## config.mk

```make
export PLATFORM = sky130hd
export DESIGN_NAME = store_encoder
export DESIGN_NICKNAME = d
export VERILOG_FILES = /design/src/rtl/mem_pkg.sv /design/src/rtl/store_fifo.sv /design/src/rtl/store_encoder.sv
export SDC_FILE = /design/constraint.sdc
export NUM_CORES = 1
export LEC_CHECK = 0
export ABC_AREA = 1
export CORE_ASPECT_RATIO = 0.75
export CORE_UTILIZATION = 40
export DETAILED_ROUTE_END_ITERATION = 10
export GPL_TIMING_DRIVEN = 0
export MAX_ROUTING_LAYER = met4
export SLEW_MARGIN = 20
export SYNTH_ARGS = -nofsm -noshare
export SYNTH_HDL_FRONTEND = slang
export SYNTH_SLANG_ARGS = --single-unit
```

## constraint.sdc

```tcl
create_clock -name clk -period 15.95 [get_ports clk]
set_input_delay 4.785 -clock clk [delete_from_list [all_inputs] [get_ports clk]]
set_output_delay 4.785 -clock clk [all_outputs]
set_load 0.01 [all_outputs]
```

## src/rtl/mem_pkg.sv

```systemverilog
// Shared memory-access definitions: op codes, address map, entry layout and
// the combinational legality and lane-encoding helpers used by the store path.
package mem_pkg;

    localparam logic [3:0] MEMOP_W = 4'd1;
    localparam logic [3:0] MEMOP_H = 4'd2;
    localparam logic [3:0] MEMOP_B = 4'd3;

    localparam logic [31:0] DM_BASE   = 32'h0000_0000;
    localparam logic [31:0] DM_LIMIT  = 32'h0000_2FFF;
    localparam logic [31:0] TC0_BASE  = 32'h0000_7F00;
    localparam logic [31:0] TC0_LIMIT = 32'h0000_7F0B;
    localparam logic [31:0] TC1_BASE  = 32'h0000_7F10;
    localparam logic [31:0] TC1_LIMIT = 32'h0000_7F1B;
    localparam logic [31:0] IG_BASE   = 32'h0000_7F20;
    localparam logic [31:0] IG_LIMIT  = 32'h0000_7F23;

    localparam logic [31:0] TC_COUNT_OFS = 32'h0000_0008;

    typedef logic [3:0] byteen_t;

    typedef struct packed {
        logic [29:0] waddr;
        logic [31:0] wdata;
        byteen_t     byteen;
    } st_entry_t;

    localparam int ST_ENTRY_W = $bits(st_entry_t);

    function automatic logic in_range(input logic [31:0] addr,
                                      input logic [31:0] base,
                                      input logic [31:0] limit);
        return (addr >= base) && (addr <= limit);
    endfunction

    function automatic logic is_store_op(input logic [3:0] op);
        return (op == MEMOP_W) || (op == MEMOP_H) || (op == MEMOP_B);
    endfunction

    function automatic logic addr_legal(input logic [31:0] addr);
        return in_range(addr, DM_BASE, DM_LIMIT)
            || in_range(addr, TC0_BASE, TC0_LIMIT)
            || in_range(addr, TC1_BASE, TC1_LIMIT)
            || in_range(addr, IG_BASE, IG_LIMIT);
    endfunction

    // Both timer blocks plus the hole between them; only word access is allowed here.
    function automatic logic in_timer_window(input logic [31:0] addr);
        return in_range(addr, TC0_BASE, TC1_LIMIT);
    endfunction

    function automatic logic in_tc_count(input logic [31:0] addr);
        return in_range(addr, TC0_BASE + TC_COUNT_OFS, TC0_LIMIT)
            || in_range(addr, TC1_BASE + TC_COUNT_OFS, TC1_LIMIT);
    endfunction

    function automatic logic misaligned(input logic [3:0]  op,
                                        input logic [31:0] addr);
        logic result;
        result = 1'b0;
        if (op == MEMOP_W) begin
            result = (addr[1:0] != 2'b00);
        end else if (op == MEMOP_H) begin
            result = addr[0];
        end
        return result;
    endfunction

    function automatic logic store_ades(input logic [3:0]  op,
                                        input logic [31:0] addr,
                                        input logic        ov);
        logic result;
        result = 1'b0;
        if (is_store_op(op)) begin
            result = ov
                  || misaligned(op, addr)
                  || !addr_legal(addr)
                  || ((op != MEMOP_W) && in_timer_window(addr))
                  || in_tc_count(addr);
        end
        return result;
    endfunction

    function automatic st_entry_t store_encode(input logic [3:0]  op,
                                               input logic [31:0] addr,
                                               input logic [31:0] d);
        st_entry_t e;
        e.waddr  = addr[31:2];
        e.wdata  = d;
        e.byteen = 4'b0000;
        case (op)
            MEMOP_W: begin
                e.wdata  = d;
                e.byteen = 4'b1111;
            end
            MEMOP_H: begin
                e.wdata  = {d[15:0], d[15:0]};
                e.byteen = addr[1] ? 4'b1100 : 4'b0011;
            end
            MEMOP_B: begin
                e.wdata  = {4{d[7:0]}};
                e.byteen = 4'b0001 << addr[1:0];
            end
            default: begin
                e.byteen = 4'b0000;
            end
        endcase
        return e;
    endfunction

endpackage

```

## src/rtl/store_fifo.sv

```systemverilog
// Small valid/ready FIFO with register entries; the read port reads zero when
// empty so downstream never sees stale head data.
module store_fifo #(
    parameter int W     = 66,
    parameter int DEPTH = 2
) (
    input  logic         clk,
    input  logic         reset,
    input  logic         wr_valid_i,
    output logic         wr_ready_o,
    input  logic [W-1:0] wr_data_i,
    output logic         rd_valid_o,
    input  logic         rd_ready_i,
    output logic [W-1:0] rd_data_o,
    output logic         empty_o
);

    localparam int PTR_W = (DEPTH > 1) ? $clog2(DEPTH) : 1;
    localparam int CNT_W = $clog2(DEPTH + 1);

    logic [W-1:0]     mem_q [DEPTH];
    logic [PTR_W-1:0] wr_ptr_q, wr_ptr_d;
    logic [PTR_W-1:0] rd_ptr_q, rd_ptr_d;
    logic [CNT_W-1:0] count_q, count_d;
    logic             wr_en;
    logic             rd_en;

    // Readiness depends only on the registered count: no full-buffer bypass.
    assign wr_ready_o = (count_q != CNT_W'(DEPTH));
    assign rd_valid_o = (count_q != '0);
    assign empty_o    = (count_q == '0);
    assign wr_en      = wr_valid_i & wr_ready_o;
    assign rd_en      = rd_valid_o & rd_ready_i;
    assign rd_data_o  = rd_valid_o ? mem_q[rd_ptr_q] : '0;

    always_comb begin
        wr_ptr_d = wr_ptr_q;
        rd_ptr_d = rd_ptr_q;
        count_d  = count_q;
        if (wr_en) begin
            wr_ptr_d = wr_ptr_q + PTR_W'(1);
        end
        if (rd_en) begin
            rd_ptr_d = rd_ptr_q + PTR_W'(1);
        end
        case ({wr_en, rd_en})
            2'b10:   count_d = count_q + CNT_W'(1);
            2'b01:   count_d = count_q - CNT_W'(1);
            default: count_d = count_q;
        endcase
    end

    always_ff @(posedge clk or posedge reset) begin
        if (reset) begin
            wr_ptr_q <= '0;
            rd_ptr_q <= '0;
            count_q  <= '0;
        end else begin
            wr_ptr_q <= wr_ptr_d;
            rd_ptr_q <= rd_ptr_d;
            count_q  <= count_d;
        end
    end

    genvar gi;
    generate
        for (gi = 0; gi < DEPTH; gi++) begin : g_entry
            always_ff @(posedge clk or posedge reset) begin
                if (reset) begin
                    mem_q[gi] <= '0;
                end else if (wr_en && (wr_ptr_q == PTR_W'(gi))) begin
                    mem_q[gi] <= wr_data_i;
                end
            end
        end
    endgenerate

endmodule

```

## src/rtl/store_encoder.sv

```systemverilog
// M-stage store unit: flags address exceptions, encodes accepted stores into
// word-aligned data plus byte enables, and buffers them toward the data bus.
module store_encoder
    import mem_pkg::*;
#(
    parameter int DEPTH = 2
) (
    input  logic        clk,
    input  logic        reset,
    input  logic        st_valid,
    input  logic [3:0]  st_op,
    input  logic [31:0] st_addr,
    input  logic [31:0] st_wdata,
    input  logic        st_ov,
    output logic        st_ready,
    output logic        exc_ades,
    output logic        m_data_valid,
    input  logic        m_data_ready,
    output logic [31:0] m_data_addr,
    output logic [31:0] m_data_wdata,
    output logic [3:0]  m_data_byteen,
    output logic        sb_empty
);

    st_entry_t enc_entry;
    st_entry_t head_entry;
    logic      enq_valid;

    // Exception check is purely combinational and independent of buffer state.
    assign exc_ades  = store_ades(st_op, st_addr, st_ov);
    assign enc_entry = store_encode(st_op, st_addr, st_wdata);
    assign enq_valid = st_valid & is_store_op(st_op) & ~exc_ades;

    store_fifo #(
        .W     (ST_ENTRY_W),
        .DEPTH (DEPTH)
    ) u_fifo (
        .clk        (clk),
        .reset      (reset),
        .wr_valid_i (enq_valid),
        .wr_ready_o (st_ready),
        .wr_data_i  (enc_entry),
        .rd_valid_o (m_data_valid),
        .rd_ready_i (m_data_ready),
        .rd_data_o  (head_entry),
        .empty_o    (sb_empty)
    );

    assign m_data_addr   = {head_entry.waddr, 2'b00};
    assign m_data_wdata  = head_entry.wdata;
    assign m_data_byteen = head_entry.byteen;

endmodule
```

==> results of run 1 <==
[synthesized netlist by cell type]
master	instances	area [µm²]
inv_2	30	112.6
inv_1	44	165.2
nand4_1	100	625.6
a21oi_1	69	345.3
a211oi_1	1	7.510
xnor2_1	1	8.760
buf_4	8	60.06
conb_1	1	3.750
clkbuf_1	39	146.4
o21ai_0	20	100.1
buf_6	5	56.30
nor2_4	2	22.52
buf_2	15	75.07
o21ai_1	1	5.000
clkinv_1	3	11.26
nand3_2	1	10.01
buf_1	6	22.52
nand4_2	2	25.02
nand2_1	450	1689
nor2_2	1	6.260
xor2_1	2	17.52
o311ai_0	3	26.28
nor3_1	2	10.01
nand2_2	2	12.51
nor2_1	31	116.4
ha_1	1	12.51
dfrtp_1	136	3403
o211ai_1	1	7.510
nand3_1	14	70.07
[cell type report]
type	instances	area share [%]
Buffer	73	3.754
Clock inverter	10	1.981
Timing Repair Buffer	142	14.99
Clock buffer	21	5.006
Sequential cell	136	35.46
Inverter	77	3.090
Tap cell	242	3.155
Multi-Input combinational cell	706	32.56
[metal layers]
metal | part of all wire, % | vias to the layer above | global-route usage (%)
met2 | 42 | 276 | 39.98
met5 | 0 | - | -
met4 | 0.83 | 0 | 4.963
met1 | 49 | 3398 | 42.18
met3 | 7.5 | 22 | 5.928
li1 | - | 3512 | -
[power by group through the flow]
| stage | Combinational (mW) | Clock [mW] | Sequential [mW] |
|---|---|---|---|
| floorplan | 0.103 | 0 | 0.358 |
| global placement | 0.201 | 0 | 0.359 |
| detailed placement | 0.203 | 0 | 0.359 |
| CTS | 0.204 | 0.455 | 0.352 |
| global route | 0.220 | 0.470 | 0.352 |
| finish | 0.204 | 0.452 | 0.353 |
[state kept, by name, summed over array words and instances, names as in the netlist]
signal	flops
u_fifo.count_q	2
u_fifo.mem_q	132
u_fifo.rd_ptr_q	1
u_fifo.wr_ptr_q	1
[worst register-to-register path: stages, from the launching register on]
cell and delay, ns:
dfrtp_1 0.38, inv_1 0.09, nor2_1 0.04, inv_1 0.10, nand2_1 0.08, nor2_1 0.15
buf_2 0.27, buf_2 0.29, nand3_1 0.14, ha_1 0.31, a21oi_1 0.11, o21ai_0 0.11
xor2_1 0.15
[worst max-delay path by stage]
stage,cells after the start,to,slack (ns)
floorplan,12,exc_ades,5.09
global placement,10,exc_ades,3.84
detailed placement,14,exc_ades,3.83
CTS,14,exc_ades,3.82
global route,15,exc_ades,3.65
finish,14,exc_ades,3.78
[stage by stage]
stage          power, mW  cells  util (%)  hold slack [ns]  area [µm²]
2_1_floorplan     0.4604    992         -           0.4360        7178
3_3_place_gp      0.5600   1375     50.51           0.4495        8892
3_5_place_dp      0.5618   1376     50.71           0.4516        8927
4_1_cts            1.012   1407     54.52           0.4687        9598
5_1_grt            1.043   1407     54.52           0.4840        9598
6_report           1.008   1407     54.52           0.4670        9598
[cell families (layout without fill, tap and decap cells)]
kind of cell	Yosys count	count (layout)	synth area share (%)
compound gates	95	95	6.854
xor+xnor	3	3	0.3663
fa+ha+maj	1	1	0.1744
buf+inv	150	323	9.051
flops	136	136	47.44
other cells	1	2	0.05227
simple gates	605	605	36.07
==> run summary, run 1 <==
First-pass DRT Iterations: 6
H-tree depth: 4
Power density over the cells: 105.0 nW/µm²
Synthesis-stage register bit count: 136
Hold Buf Count CTS: 0
Yosys cell types: 29
Syn Area/Cell: 7.240 µm²
Layout cells sized above 1: 8.498%
Worst path max stage delay: 0.56 ns
FF/Latch Area: 3403 µm²
Flop2flop setup slack: 13.62 ns
Via Count: 7208
Layout filler cell count: 1668
Crit. End Element: output pin
Most common cell after layout, fill and taps aside: nand2_1
Global-route wire length before repair: 38420 µm
Worst-Margin Slew: 0.7381 ns
Status: complete, no violations
Area of the multi-input gates: 3126 µm²
Initial antenna violation count: 0
Clock tree buffer depth: 2
Int Power: 0.6909 mW
Post-DP HPWL: 17320 µm
Cell mode on critical path: nand2_1
Final min period: 12.17 ns
Total track usage: 28.40%
Net Sw Frac: 31.48%
Total Wirelength: 24200 µm
CP Max Fanout: 10
DP Worst Slack: 3.830 ns
Synthesis Warnings: 0
Port Buffer Count: 141
CP Cell Sequence: clkdlybuf4s50_1, nand2_1, inv_1, nand2_1, nor2_2, nand2_1, nand2_1, nand2_1, nand3_1, nand3_1, nor2_4, buf_2, nor2_1, clkdlybuf4s50_1
DRT iter0 DRCs: 716
Startpoint Class: input port
FMAX: 0.08215 GHz
DRC errors left: 0
LEAKAGE: 4.769 nW
Die Area: 18480 µm²
Hold path depth: 2
Buffer count from post-CTS setup fixing: 0
Final setup margin: 3.777 ns
Core area: 17600 µm²
CP delay by family, top: buffers and inverters
Area Overhead vs Synth: 33.78%
Final Cycle Share: 76.32%
Final hold viol count: 0
Routed vias/inst: 5.123
Largest net degree at the start of global routing: 91
Switching power: 0.3174 mW
Unrepaired setup endpoints after global routing: no
CP arrival: 7.39 ns
Min-Delay Startpoint: u_fifo.mem_q[65]
Register share of total power: 35.0%
Final GP Congestion: 0.8869
Comb pwr share: 20.2%
Max-slew violations: 0
Seq/Total Area, Yosys: 47.44%
Vias in the first global route: 6896
Worst Path Buf+Inv: 4
Post-synth design cell area: 7174 µm²
# resized after CTS: 0
Number of CTS-inserted buffers: 17
Slew Limit Headroom: 50.79%
Capture point of the worst reg-to-reg path: u_fifo.count_q[1]
Antenna Cells: 0
Slowest cell on crit path: clkdlybuf4s50_1
Die Ht: 118.0 µm
Max-cap check violation count: 0
Initial core utilization: 40.75%
Routed Antenna Nets: 0
Total gr overflow: 0
Setup CP Type: in2out
RR Startpoint: u_fifo.count_q[1]
Worst EP required: 11.17 ns
Final setup vio count: 0
Clock Sinks: 136
Fin nets: 1227
Setup TNS Final: 0 ns
Worst Setup SP: st_addr[8]
Min-Delay Path Class: reg2reg
Clk pwr share: 44.8%
Worst-skew pair later-pin latency: 0.42 ns
Clk slew on worst S/H paths: 0.06 ns
CTS root buf: clkbuf_16
Syn Inst Count: 991
Avg WL per Cell: 17.20 µm
Peak VDD IR: 0.05557 mV
Highest-count cells in the layout ignoring fill and taps: 450 x nand2_1, 141 x clkdlybuf4s50_1, 136 x dfrtp_1
CTS tree: built
Die extent in x: 156.6 µm
FF-to-FF path depth: 12
Top-Level Pins: 145
Skew final: 0.006761 ns
Site Rows: 42
Worst Hold End: u_fifo.mem_q[65]
Power figures use the tool's default switching activity.
==> run 2: changes to the inputs <==
==> constraint.sdc (replaced) <==
create_clock -name clk -period 12.2 [get_ports clk]
set_input_delay 3.66 -clock clk [delete_from_list [all_inputs] [get_ports clk]]
set_output_delay 3.66 -clock clk [all_outputs]
set_load 0.01 [all_outputs]
==> results of run 2 <==
The final DEF is identical to that of run 1. Status: complete, no violations.
Main changes from that run: setup slack after placement 3.830 ns -> 2.330 ns; setup slack after layout 3.777 ns -> 2.277 ns; register-to-register setup slack 13.62 ns -> 9.87 ns; total power 1.008 mW -> 1.318 mW; worst IR drop on VDD 0.05557 mV -> 0.07265 mV
==> run 3: changes to the inputs <==
==> constraint.sdc (replaced) <==
create_clock -name clk -period 9.7 [get_ports clk]
set_input_delay 2.91 -clock clk [delete_from_list [all_inputs] [get_ports clk]]
set_output_delay 2.91 -clock clk [all_outputs]
set_load 0.01 [all_outputs]
==> results of run 3 <==
The final DEF is identical to that of run 1. Status: complete, no violations.
Main changes from that run: setup slack after placement 3.830 ns -> 1.330 ns; setup slack after layout 3.777 ns -> 1.277 ns; register-to-register setup slack 13.62 ns -> 7.37 ns; total power 1.008 mW -> 1.658 mW; worst IR drop on VDD 0.05557 mV -> 0.09137 mV
